==> src/rtl/spi_slave.sv <==
// spi_slave: SPI mode 0 (CPOL=0, CPHA=0), MSB-first slave with a one-word
// transmit buffer. All SPI pins are synchronized into the clk domain.
// The shifting logic runs entirely on clk, using the detected sclk and
// cs_n edges.
module spi_slave #(
   parameter int WIDTH = 8
) (
   input  logic             clk,
   input  logic             reset,
   input  logic             sclk,
   input  logic             cs_n,
   input  logic             mosi,
   output logic             miso,
   output logic             miso_oe,
   input  logic [WIDTH-1:0] tx_data,
   input  logic             tx_valid,
   output logic             tx_ready,
   output logic [WIDTH-1:0] rx_data,
   output logic             rx_valid,
   output logic             tx_underrun
);

   localparam int CW = $clog2(WIDTH + 1);

   typedef enum logic [0:0] {
      ST_IDLE  = 1'b0,
      ST_SHIFT = 1'b1
   } state_t;

   // Shift a word left by one position, inserting a new LSB.
   function automatic logic [WIDTH-1:0] shift_in(input logic [WIDTH-1:0] vec,
                                                 input logic             lsb);
      shift_in = {vec[WIDTH-2:0], lsb};
   endfunction

   // Synchronizer chains. Bit 0 is stage 1, bit 1 is stage 2 and bit 2 is
   // the extra flop used only for edge detection.
   logic [2:0]       r_sclk_sync;
   logic [2:0]       r_cs_sync;
   logic [1:0]       r_mosi_sync;

   // Transmit buffer
   logic [WIDTH-1:0] r_buf;
   logic             r_buf_empty;

   // Transfer state
   state_t           r_state;
   logic [CW-1:0]    r_bit_count;
   logic             r_word_done;
   logic             r_pend_underrun;
   logic [WIDTH-1:0] r_tx_shift;
   logic [WIDTH-1:0] r_rx_shift;
   logic [WIDTH-1:0] r_rx_data;
   logic             r_rx_valid;
   logic             r_tx_underrun;
   logic             r_miso_oe;

   // Decoded events
   logic             w_sclk_rise;
   logic             w_sclk_fall;
   logic             w_cs_fall;
   logic             w_cs_rise;
   logic             w_mosi;
   logic             w_start;
   logic             w_reload;
   logic             w_load;
   logic [WIDTH-1:0] w_load_word;

   // Bring the asynchronous SPI pins into the clk domain.
   always_ff @(posedge clk or posedge reset) begin
      if (reset) begin
         r_sclk_sync <= 3'b000;
         r_cs_sync   <= 3'b111;
         r_mosi_sync <= 2'b00;
      end else begin
         r_sclk_sync <= {r_sclk_sync[1:0], sclk};
         r_cs_sync   <= {r_cs_sync[1:0], cs_n};
         r_mosi_sync <= {r_mosi_sync[0], mosi};
      end
   end

   // Decode pin edges and the transmit-register load events.
   always_comb begin
      w_sclk_rise = r_sclk_sync[1] & ~r_sclk_sync[2];
      w_sclk_fall = ~r_sclk_sync[1] & r_sclk_sync[2];
      w_cs_fall   = ~r_cs_sync[1] & r_cs_sync[2];
      w_cs_rise   = r_cs_sync[1] & ~r_cs_sync[2];
      w_mosi      = r_mosi_sync[1];
      w_start     = (r_state == ST_IDLE) & w_cs_fall;
      w_reload    = (r_state == ST_SHIFT) & ~w_cs_rise & w_sclk_fall &
                    (r_bit_count == {CW{1'b0}}) & r_word_done;
      w_load      = w_start | w_reload;
      if (r_buf_empty) begin
         w_load_word = {WIDTH{1'b0}};
      end else begin
         w_load_word = r_buf;
      end
   end

   // One-word transmit buffer. A load consumes the buffer; a capture in the
   // same cycle is only possible when the buffer was already empty, so the
   // load takes zeros and the newly offered word is kept for the next load.
   always_ff @(posedge clk or posedge reset) begin
      if (reset) begin
         r_buf       <= {WIDTH{1'b0}};
         r_buf_empty <= 1'b1;
      end else if (r_buf_empty && tx_valid) begin
         r_buf       <= tx_data;
         r_buf_empty <= 1'b0;
      end else if (w_load) begin
         r_buf_empty <= 1'b1;
      end else begin
         r_buf_empty <= r_buf_empty;
      end
   end

   // Transfer FSM: framing on cs_n, rx on sclk rising, tx on sclk falling.
   // A back-to-back reload from an empty buffer happens at the falling edge
   // that ends a word, before it is known whether the master continues; its
   // underrun is therefore held pending and reported only when the next
   // word actually begins with its first sclk rising edge.
   always_ff @(posedge clk or posedge reset) begin
      if (reset) begin
         r_state         <= ST_IDLE;
         r_bit_count     <= {CW{1'b0}};
         r_word_done     <= 1'b0;
         r_pend_underrun <= 1'b0;
         r_tx_shift      <= {WIDTH{1'b0}};
         r_rx_shift      <= {WIDTH{1'b0}};
         r_rx_data       <= {WIDTH{1'b0}};
         r_rx_valid      <= 1'b0;
         r_tx_underrun   <= 1'b0;
         r_miso_oe       <= 1'b0;
      end else begin
         r_rx_valid    <= 1'b0;
         r_tx_underrun <= 1'b0;
         case (r_state)
            ST_IDLE: begin
               if (w_cs_fall) begin
                  r_state         <= ST_SHIFT;
                  r_miso_oe       <= 1'b1;
                  r_bit_count     <= {CW{1'b0}};
                  r_word_done     <= 1'b0;
                  r_pend_underrun <= 1'b0;
                  r_rx_shift      <= {WIDTH{1'b0}};
                  r_tx_shift      <= w_load_word;
                  r_tx_underrun   <= r_buf_empty;
               end else begin
                  r_miso_oe <= 1'b0;
               end
            end
            ST_SHIFT: begin
               if (w_cs_rise) begin
                  r_state         <= ST_IDLE;
                  r_miso_oe       <= 1'b0;
                  r_bit_count     <= {CW{1'b0}};
                  r_pend_underrun <= 1'b0;
                  r_tx_shift      <= {WIDTH{1'b0}};
                  r_rx_shift      <= {WIDTH{1'b0}};
               end else if (w_sclk_rise) begin
                  r_rx_shift <= shift_in(r_rx_shift, w_mosi);
                  if (r_pend_underrun && (r_bit_count == {CW{1'b0}})) begin
                     r_tx_underrun   <= 1'b1;
                     r_pend_underrun <= 1'b0;
                  end else begin
                     r_pend_underrun <= r_pend_underrun;
                  end
                  if (r_bit_count == CW'(WIDTH - 1)) begin
                     r_rx_data   <= shift_in(r_rx_shift, w_mosi);
                     r_rx_valid  <= 1'b1;
                     r_bit_count <= {CW{1'b0}};
                     r_word_done <= 1'b1;
                  end else begin
                     r_bit_count <= r_bit_count + CW'(1);
                  end
               end else if (w_sclk_fall) begin
                  if (r_bit_count != {CW{1'b0}}) begin
                     r_tx_shift <= shift_in(r_tx_shift, 1'b0);
                  end else if (r_word_done) begin
                     r_tx_shift      <= w_load_word;
                     r_pend_underrun <= r_buf_empty;
                  end else begin
                     r_tx_shift <= r_tx_shift;
                  end
               end else begin
                  r_state <= r_state;
               end
            end
            default: begin
               r_state     <= ST_IDLE;
               r_miso_oe   <= 1'b0;
               r_bit_count <= {CW{1'b0}};
               r_tx_shift  <= {WIDTH{1'b0}};
            end
         endcase
      end
   end

   assign miso        = r_tx_shift[WIDTH-1];
   assign miso_oe     = r_miso_oe;
   assign tx_ready    = r_buf_empty;
   assign rx_data     = r_rx_data;
   assign rx_valid    = r_rx_valid;
   assign tx_underrun = r_tx_underrun;

endmodule

==> config.mk <==
export PLATFORM = sky130hd
export DESIGN_NAME = spi_slave
export DESIGN_NICKNAME = d
export VERILOG_FILES = /design/src/rtl/spi_slave.sv
export SDC_FILE = /design/constraint.sdc
export NUM_CORES = 1
export LEC_CHECK = 0
export ABC_AREA = 1
export BUFFER_PORTS_ARGS = -buffer_cell sky130_fd_sc_hd__buf_2
export CELL_PAD_IN_SITES_DETAIL_PLACEMENT = 1
export CELL_PAD_IN_SITES_GLOBAL_PLACEMENT = 1
export CORE_MARGIN = 1
export CORE_UTILIZATION = 47
export DETAILED_ROUTE_END_ITERATION = 12
export PLACE_DENSITY = 0.79
export SYNTH_ARGS = -nofsm -noshare
export SYNTH_HDL_FRONTEND = slang
export SYNTH_SLANG_ARGS = --single-unit
==> constraint.sdc <==
create_clock -name clk -period 4 [get_ports clk]
set_input_delay 0.6 -clock clk [delete_from_list [all_inputs] [get_ports clk]]
set_output_delay 0.6 -clock clk [all_outputs]
set_load 0.01 [all_outputs]
**Yosys cells after proc, flatten, opt, wreduce, memory -nomap -nowiden**

Cells that the tools add are included.

- Add/subtract/negate cells: 1
- $mul: 0
- Div/mod/pow operators: 0
- $lt $le $gt $ge: 0
- Equal/unequal tests: 14
- Shift-type cells: 0
- Muxes and demuxes: 45
- Bitwise gates (word level): 16
- Reduce and logical (&&, ||, !) cells: 10

Operators by type and width:

| operator | number |
|---|---|
| $mux W8 | 7 |
| $mux W1 | 23 |
| $mux W7 | 3 |
| $mux W4 | 4 |
| $pmux W8 S2 | 1 |
| $pmux W7 S2 | 1 |
| $ne A4 B1 Y1 const B | 3 |
| $reduce_and A4 Y1 | 3 |
| $pmux W1 S2 | 5 |
| $and A1 B1 Y1 | 9 |
| $pmux W4 S2 | 1 |
| $ne A2 B1 Y1 const B | 3 |
| $ne A3 B1 Y1 const B | 2 |
| $not A1 Y1 | 6 |
| $reduce_and A5 Y1 | 1 |
| $add A4 B1 Y4 const B | 1 |
| $eq A4 B3 Y1 const B | 1 |
| $logic_not A4 Y1 | 1 |
| $ne A2 B2 Y1 const B | 2 |
| $ne A4 B2 Y1 const B | 1 |
| $ne A4 B4 Y1 const B | 1 |
| $reduce_bool A4 Y1 | 1 |
| $ne A3 B2 Y1 const B | 1 |
| $logic_and A1 B1 Y1 | 2 |
| 3 further kinds | 3 |

- Register bits: 50
- Latch bits: 0
- Bits in writable memories: 0
- Bits in read-only memories: 0
- Input bits: 14
- Output and inout port bits: 13
- Word-level logic and storage cells: 101
- Memories: 0

**Longest topological paths before layout**

- Depth after elaboration: 10
- Gate-level depth with buffers: 10
- Depth with buffers taken out: 10

**Least setup slack after synthesis**

Ideal clock, no wire load.

- Path kind: register -> register
- Start: register r_cs_sync[2]
- End: register r_rx_data[0] (netlist: rx_data[0])
- Setup time: 0.074 ns
- Data arrival time: 1.275 ns
- Data required time: 3.926 ns
- Path slack: 2.651 ns
- Cell stages (with the launch flop): 8
- Path buffers: 1
- Period minus slack after synthesis: 1.349 ns
- Path through: dfstp_2 inv_1 nand2_4 nand2_4 nor2_8 nand4_4 buf_6 o21ai_2

- Cells in the longest elaborated chain, start to end: 4

Ends and longest elaborated chain:

| element | RTL line | RTL |
|---|---|---|
| start, declared | 39 | `logic [2:0] r_cs_sync;` |
| start signal, assigned | 77 | `r_cs_sync <= {r_cs_sync[1:0], cs_n};` |
| $not A1 Y1 | 87 | `w_cs_rise = r_cs_sync[1] & ~r_cs_sync[2];` |
| $and A1 B1 Y1 | 87 |  |
| $not A1 Y1 (no line) | -- |  |
| $reduce_and A4 Y1 (no line) | -- |  |
| end signal, assigned | 130 | `r_rx_data <= {WIDTH{1'b0}};` |
| end signal, assigned | 169 | `r_rx_data <= shift_in(r_rx_shift, w_mosi);` |
| end, declared | 53 | `logic [WIDTH-1:0] r_rx_data;` |

Every way passes these cells.
A chain may end at the register's enable or synchronous reset.

**Worst setup path after layout**

Same ends and word-level chain as after synthesis.

==> metrics.txt <==
status finished, violations left; failing checks design-rule violations; first-pass GRT wire length 7700 um; total global routing overflow 0; sequential cell fraction of total power 51.1%; first-pass iteration count of the detailed router 8; H-tree lvl count 2; Syn Area/Cell 9.292 um2; Die ar. 5004 um2; number of library cell types mapped by synthesis 28; mapped cell area 2221 um2; vias in the first global route 1,606; Tot Pwr 0.001299 W; Clock Skew 9.421 ps; largest net degree at the start of global routing 51; Area contributors post-synth dfrtp_1 52%, nand2_1 16%, dfstp_2 4.7%; Antenna diodes 0; share of the synthesized area in the top cell type 51.83%; antenna violations before repair 0; Starting Density 49.97%; P_leak 1.341 nW; Post-Syn Instances 239; Clock Path Buffers 2; Tcrit/Tclk final 39.84%; worst-skew pair later-pin latency 300 ps; chip width 70.74 um; max incr delay on CP 520 ps; max-cap viol count 0; critical path's most frequent cell nand2_4; Bufs and invs on worst path 1; Nets 286; DRT antenna net count 0; post-DP HPWL 3256 um; kind of critical path flop to flop; I/O Buffers 26; Post-Route WL 4359 um; # IOs 27; via/cell ratio 4.947; CP max stage cell dfstp_2; Final min period 1594 ps; worst min path class flop to flop; Area Growth Syn to Fin 12.23%; chip height 70.74 um; Seq/Total Area, Yosys 56.56%; cell taking the most area after synthesis dfrtp_1; measured slew at the worst slew-check pin 624.7 ps; Yosys reg bits 50; Routed WL per cell 13.50 um; DR iter-0 viols 95; P_int 0.0008574 W; drt drc 2; crit end category flop; Switch Pwr 0.0004413 W; fraction of layout cells with a size suffix above 1 24.35%; clock group share of total power 22.9%; Final Setup Violations 0; Setup Fix Bufs, Post-CTS 0; delay-heaviest family, CP simple AND/OR/NAND/NOR gates; Total GRT Usage 19.75%; Core Area 4444 um2; critical path, cell by cell inv_1 > nand2_4 > nand2_4 > nor2_8 > nand4_4 > nand2_1 > o21ai_2; final-report hold violation count 0; maximum clock frequency 627.5 MHz; Max-Slew Margin vs Limit 58.35%; Peak VDD IR 0.3253 mV; gpl congestion 0.7472; final setup TNS 0 ps; Critical Path RT 4180 ps; combinational power share 26.0%; Via Count 1,598; post-cts resize count 0; RSZ-0062 raised after global routing false; Power Dens Cells 521.1 nW/um2; worst-path fanout max 18; Reg clk slew, reported paths 90 ps; Clock Sinks 50; Final Max Tran Viols 0; sw frac 33.98%; total CTS buffers 5; Worst setup SP type flop; # rows 24; hold_buf cts 0; Mapped Nets 255; YS warnings 0; Arrival @ worst endpoint 1770 ps; CTS tree done; root buffer cell clkbuf_8
cell usage in the layout (no fill, tap or decap), types with 2 or more instances in the layout:
cell,instances
nand4_1,3
nor2_1,8
nand2_4,5
inv_2,4
ha_1,2
o22ai_1,8
nand3_1,14
inv_1,22
dfrtp_1,46
nand2_1,95
nor2_8,2
nor2_4,2
o21ai_2,8
clkbuf_8,6
dfstp_2,4
o21ai_0,3
buf_2,26
path summary, 6_finish.rpt:
kind	startpoint	endpoint	slack, ps	depth (start not counted)
setup / recovery	r_cs_sync[2]$_DFF_PP1_	rx_data[0]$_DFFE_PP0P_	2410	7
hold / removal	r_sclk_sync[0]$_DFF_PP0_	r_sclk_sync[1]$_DFF_PP0_	350	0
setup reg to reg	r_cs_sync[2]$_DFF_PP1_	rx_data[0]$_DFFE_PP0P_	2410	7
hold reg to reg	r_sclk_sync[0]$_DFF_PP0_	r_sclk_sync[1]$_DFF_PP0_	350	0
max in group asynchronous	reset	rx_data[1]$_DFFE_PP0P_	3120	3
min in group asynchronous	reset	r_buf[2]$_DFFE_PP0P_	460	3
logic make-up (layout without fill, tap and decap cells):
kind of cell / count (synthesis) / in the layout / share of synthesized area, %
adder cells (fa/ha/maj): 2 / 2 / 1.127
AND/OR/NAND/NOR: 134 / 134 / 29.01
AO/OA/AOI/OAI: 22 / 22 / 7.324
buffers and inverters: 31 / 63 / 5.972
flip-flops: 50 / 50 / 56.56
synthesized netlist by cell type, drive strengths merged:
library cell,number
clkbuf,1
inv,27
ha,2
o21ai,13
nor2,13
nand2,101
dfrtp,46
dfstp,4
clkinv,1
or2,1
o22ai,8
buf,2
nand3,15
a31oi,1
nand4,4
through the flow:
stage / cell area, um2 / utilization [%] / hold slack, ps / instances / setup slack, ps
4_1_cts: 2492 / 56.08 / 356.8 / 323 / 2384
3_5_place_dp: 2401 / 54.03 / 337.1 / 315 / 2402
5_1_grt: 2492 / 56.08 / 367.4 / 323 / 2290
6_report: 2492 / 56.08 / 353.4 / 323 / 2406
3_3_place_gp: 2401 / 54.03 / 336.4 / 315 / 2426
2_1_floorplan: 2221 / - / 331.2 / 239 / 2205
registers in the layout (all words and copies together) (netlist names), 2 cells and up:
name / flops
r_buf: 8
rx_data: 8
r_sclk_sync: 3
r_bit_count: 4
r_mosi_sync: 2
r_tx_shift: 8
r_cs_sync: 3
r_rx_shift: 7
area by class of cell:
class / instances / area [um2]
timing repair buffer: 27 / 137.6
clock buffer: 7 / 86.33
inverter: 28 / 110.1
clock inverter: 1 / 5.005
fill: 535 / 1952
multi-input combinational: 158 / 832.0
tap: 52 / 65.06
sequential: 50 / 1256
routing by layer:
layer | share of wire [%] | wire length [um] | vias to the layer above | GRT usage [%]
li1 | - | - | 814 | -
met1 | 51 | 2241 | 762 | 28.84
met2 | 46 | 1987 | 17 | 30.45
met3 | 2.0 | 89 | 5 | 3.846
met4 | 0.92 | 40 | 0 | 5.333
met5 | 0 | 0 | - | 0
power by group through the flow:
| stage | Clock [W] | Combinational, W | Sequential, W |
|---|---|---|---|
| final | 0.000297 | 0.000338 | 0.000664 |
| after global routing | 0.000323 | 0.000389 | 0.000676 |
| after CTS | 0.000307 | 0.000345 | 0.000664 |
| after detailed placement | 0 | 0.000343 | 0.000673 |
| after global placement | 0 | 0.000331 | 0.000671 |
| after floorplan | 0 | 0.000256 | 0.000661 |
worst reg2reg max path, delay by kind of cell, from the launching register on:
| family | cells | cell delay, ps |
|---|---|---|
| buffers and inverters | 1 | 90 |
| AO/OA/AOI/OAI | 1 | 60 |
| AND/OR/NAND/NOR | 5 | 800 |
| flip-flops | 1 | 520 |
No activity file was read; power rests on OpenSTA's default activity.
